===== config.mk =====
export PLATFORM = sky130hd
export DESIGN_NAME = fetch_pc_queue
export DESIGN_NICKNAME = d
export VERILOG_FILES = /design/src/rtl/fetch_pc_queue.sv
export SDC_FILE = /design/constraint.sdc
export NUM_CORES = 1
export LEC_CHECK = 0
export ABC_AREA = 1
export CORE_MARGIN = 5
export CORE_UTILIZATION = 45
export DETAILED_ROUTE_END_ITERATION = 16
export PLACE_DENSITY = 0.77
export SYNTH_ARGS = -nofsm -noshare
export SYNTH_HDL_FRONTEND = slang
export SYNTH_SLANG_ARGS = --single-unit

===== constraint.sdc =====
create_clock -name clk -period 5.42 [get_ports clk]
set_input_delay 1.084 -clock clk [delete_from_list [all_inputs] [get_ports clk]]
set_output_delay 1.084 -clock clk [all_outputs]
set_load 0.03 [all_outputs]

===== src/rtl/fetch_pc_queue.sv =====
// Instruction-fetch stage: PC register plus a DEPTH-entry IF->ID queue so fetch
// can run ahead of a stalled decode. Redirect priority: exception, eret, branch.
module fetch_pc_queue #(
  parameter int                ADDR_W   = 32,
  parameter logic [ADDR_W-1:0] RESET_PC = 32'h0000_3000,
  parameter logic [ADDR_W-1:0] EXC_PC   = 32'h0000_4180,
  parameter int                DEPTH    = 4,
  localparam int               PW       = $clog2(DEPTH),
  localparam int               CW       = PW + 1
) (
  input  logic              clk,
  input  logic              reset,
  input  logic              exc_req,
  input  logic              eret_req,
  input  logic [ADDR_W-1:0] epc,
  input  logic              redirect_valid,
  input  logic [ADDR_W-1:0] redirect_pc,
  output logic [ADDR_W-1:0] imem_addr,
  input  logic [31:0]       imem_rdata,
  input  logic              deq_ready,
  output logic              deq_valid,
  output logic [ADDR_W-1:0] deq_pc,
  output logic [31:0]       deq_instr,
  output logic              deq_adel,
  output logic [CW-1:0]     count
);

  typedef struct packed {
    logic [ADDR_W-1:0] pc;
    logic [31:0]       instr;
    logic              adel;
  } entry_t;

  entry_t            storage [DEPTH];
  logic [ADDR_W-1:0] pc_q;
  logic [PW-1:0]     rd_ptr, wr_ptr;
  logic              halt;

  logic   flush, pop, full, fetch, adel;
  entry_t head, wr_entry;

  assign flush    = exc_req | eret_req | redirect_valid;
  assign pop      = deq_valid & deq_ready;
  assign full     = (count == CW'(DEPTH));
  assign fetch    = !flush && !halt && (!full || pop);
  assign adel     = |pc_q[1:0];
  assign wr_entry = '{pc: pc_q, instr: (adel ? 32'h0 : imem_rdata), adel: adel};

  assign imem_addr = pc_q;

  // Head is masked when empty so stale storage never reaches decode.
  assign head      = storage[rd_ptr];
  assign deq_valid = (count != '0);
  assign deq_pc    = deq_valid ? head.pc    : '0;
  assign deq_instr = deq_valid ? head.instr : '0;
  assign deq_adel  = deq_valid ? head.adel  : 1'b0;

  always_ff @(posedge clk) begin
    if (fetch) storage[wr_ptr] <= wr_entry;
  end

  always_ff @(posedge clk) begin
    if (reset) begin
      pc_q   <= RESET_PC;
      rd_ptr <= '0;
      wr_ptr <= '0;
      count  <= '0;
      halt   <= 1'b0;
    end else if (flush) begin
      // A pop in this cycle is consumed by ID; everything else is discarded.
      if (exc_req)       pc_q <= EXC_PC;
      else if (eret_req) pc_q <= epc;
      else               pc_q <= redirect_pc;
      rd_ptr <= '0;
      wr_ptr <= '0;
      count  <= '0;
      halt   <= 1'b0;
    end else begin
      if (pop) rd_ptr <= rd_ptr + 1'b1;
      if (fetch) begin
        wr_ptr <= wr_ptr + 1'b1;
        // A misaligned fetch parks the PC until the next redirect.
        if (adel) halt <= 1'b1;
        else      pc_q <= pc_q + ADDR_W'(4);
      end
      count <= count + CW'(fetch) - CW'(pop);
    end
  end

endmodule


==> impl_metrics.tcl <==
set metrics [dict create \
    fin_area_um2 16780 \
    synth_top_area_share_pct 57.02 \
    synth_seq_area_share_pct 63.16 \
    cp.required_ns 4.34 \
    crit_family "buffers and inverters" \
    ctsLongestPathBuffers 3 \
    fin_setup_tns_ns 0 \
    die_y_um 184.4 \
    hold_violations 0 \
    place_area_um2 15810 \
    drt.antenna.violating_nets 0 \
    wl_met1_um 14110 \
    wl_met3_um 2735 \
    nets 1674 \
    tritoncts "done" \
    r2r_slack_ns 2.63 \
    utilization_pct 56.18 \
    power.share.clock_pct 40.6 \
    critPathLaunchType "register" \
    post_drt_wl_per_cell_um 16.77 \
    finalPower_w 0.004916 \
    ctsHoldBuffers 0 \
    gp_congestion 0.8570 \
    cts_buffers 30 \
    dpl.hpwl_um 20950 \
    r2r-end "count[2]" \
    routed-wl-met2_um 15910 \
    end_kind "primary output" \
    grt_max_degree 94 \
    core_area_um2 29870 \
    slew_violations 0 \
    status "finished clean" \
    top_layer_used "met4" \
    cts_resized 0 \
    async_flop_share_pct 0 \
    ys_top_cells_by_count "nor2_1 (380), edfxtp_1 (260), nand2_1 (191)" \
    die_area_um2 34010 \
    cts.sinks 302 \
    fmax_mhz 223.4 \
    cts_setup_buffers 0 \
    num_rows 63 \
    worst_pin_slew_ns 1.012 \
    drt_iter0_markers 960 \
    port_buffers 202 \
    synth_nets 1532 \
    yosysUniqueCellTypes 37 \
    drive_gt1_share_pct 6.108 \
    ios 203 \
    htree_levels 1 \
    hold_path.class "reg -> reg" \
    fin_skew_ns 0.01883 \
    critPathBufInv 2 \
    critPathMaxFanout 93 \
    synth.most_common_cell "nor2_1" \
    ys_seq_elements 302 \
    synth-edff-count 260 \
    via_count 10260 \
    die_w_um 184.4 \
    synth_top_flop_cell "edfxtp_1" \
    crit_top_cell "nor2_1" \
    hold_depth 2 \
    path_class "reg -> out" \
    drc_errors 0 \
    p_seq_share_pct 53.1 \
    cp_slowest_cell "buf_4" \
    insertion_delay_ns 0.54 \
    max_cap_violations 0 \
    arrival_ns 3.39 \
    synth.area.top_cells "edfxtp_1 (57%), nor2_1 (10%), dfxtp_1 (6.1%)" \
    netlist_instances 1422 \
    cpPeakStageDelay_ns 0.84 \
    p_switching_w 0.001035 \
    rsz0062_at_grt "false" \
    min_period_ns 4.477 \
    clk_pin_slew_worst_paths_ns 0.06 \
    p_int_w 0.003881 \
    dr.pass1.iters 5 \
    start_util_pct 45.83 \
    grt_first_pass_wirelength_um 51890 \
    track_usage_pct 18.95 \
    synth_top_area_cell "edfxtp_1" \
    p_per_area_nw_per_um2 292.9 \
    n_antenna_cell 0 \
    fin_crit_sh_pct 82.60 \
    relSlewSlack_pct 32.56 \
    ys_warn_count 0 \
    path_depth 6 \
    syn-cell-area_um2 13690 \
    clockRootBuffer "clkbuf_16" \
    p_leak_nw 5.932 \
    ir_drop_mv 0.2593 \
    syn_avg_cell_area_um2 9.629 \
    grt_overflow 0 \
    grt_pass1_vias 9998 \
    path_cells "buf_4 -> nor2_1 -> nor2_1 -> o21ai_0 -> a21oi_1 -> clkdlybuf4s50_1" \
    final-setup-viol-count 0 \
    drt-total-wl_um 33170 \
    timing.rr.start "count[0]" \
    antenna_found_initial 0 \
    area_growth_pct 22.59 \
    comb_power_share_pct 6.3 \
    reg2reg_depth 11 \
    switching_share_pct 21.06 \
    setup.worst_path.end "deq_pc[12]" \
    vias_per_cell 5.185 \
]
power by group through the flow:
stage	sequential [W]	combinational, W	clock [W]
global placement	0.00266	0.000301	0
CTS	0.00261	0.000310	0.00204
detailed placement	0.00266	0.000308	0
finish	0.00261	0.000308	0.00200
floorplan	0.00264	0.000184	0
global route	0.00262	0.000341	0.00215
routing by layer:
| metal | vias to the layer above | GRT usage, % |
|---|---|---|
| met5 | - | 0 |
| met1 | 4805 | 25.28 |
| met2 | 399 | 33.02 |
| met4 | 0 | 3.106 |
| met3 | 39 | 3.552 |
| li1 | 5012 | - |
worst reg2reg max path, stage by stage (launching register included):
cell and delay [ns]:
dfxtp_1 0.33, nor2_1 0.16, inv_1 0.09, nor2_4 0.53, nor2_1 0.25, ha_1 0.34
inv_1 0.05, ha_1 0.18, fa_1 0.37, xor2_1 0.18, o21ai_0 0.15, a21oi_1 0.06
cells in the final DEF, fill, tap and decap left out, types with 3 or more instances in the layout:
master           instances
inv_2                    3
or2_2                    6
nor2_1                 375
nand2_1                191
inv_1                   86
xnor2_1                  3
a21oi_1                105
o211ai_1                 4
a21oi_2                 10
clkbuf_1                 7
edfxtp_1               260
clkdlybuf4s50_1        202
nor2_4                   5
dfxtp_1                 40
ha_1                     7
clkinv_1                 3
clkbuf_16               32
o21ai_1                  8
clkbuf_8                 8
buf_4                   11
o21ai_0                149
nor2_2                   4
buf_12                   3
nand3_1                 38
clkinv_2                 7
cell type report:
type	instances	area [um^2]
clock inverters	9	41.29
clock buffers	47	937.1
flip-flops and latches	302	8653
repair buffers	216	2165
multi-input cells	923	4155
well taps	390	488.0
inverters	91	345.3
fillers	2471	13090
how the worst min path moves through the flow:
stage,start,endpoint
3_3_place_gp,rd_ptr[1],register
3_5_place_dp,rd_ptr[0],register
5_1_grt,rd_ptr[1],register
2_1_floorplan,rd_ptr[1],register
6_report,rd_ptr[1],register
4_1_cts,rd_ptr[0],register
flip-flops by register name, summed over array words and instances, names as in the netlist, named ones only:
register / count
halt: 1
count: 3
storage: 260
wr_ptr: 2
rd_ptr: 2
imem_addr: 32
cell families after synthesis:
kind of cell | synth area share (%)
adder cells (fa/ha/maj) | 0.7859
buffers and inverters | 6.762
AO/OA/AOI/OAI | 10.93
XOR/XNOR | 0.3199
flip-flops | 63.16
AND/OR/NAND/NOR | 18.04
per-stage QoR:
stage                     setup slack [ns]  hold WS (ns)  std cells
after global placement              0.9756        0.4463       1922
after detailed placement            0.9683        0.4565       1922
final                               0.9431        0.4683       1978
after CTS                           0.8976        0.4732       1978
after floorplan                     0.4846        0.4358       1422
after global routing                0.6924        0.4928       1978
(Power assumes the default switching activity.)
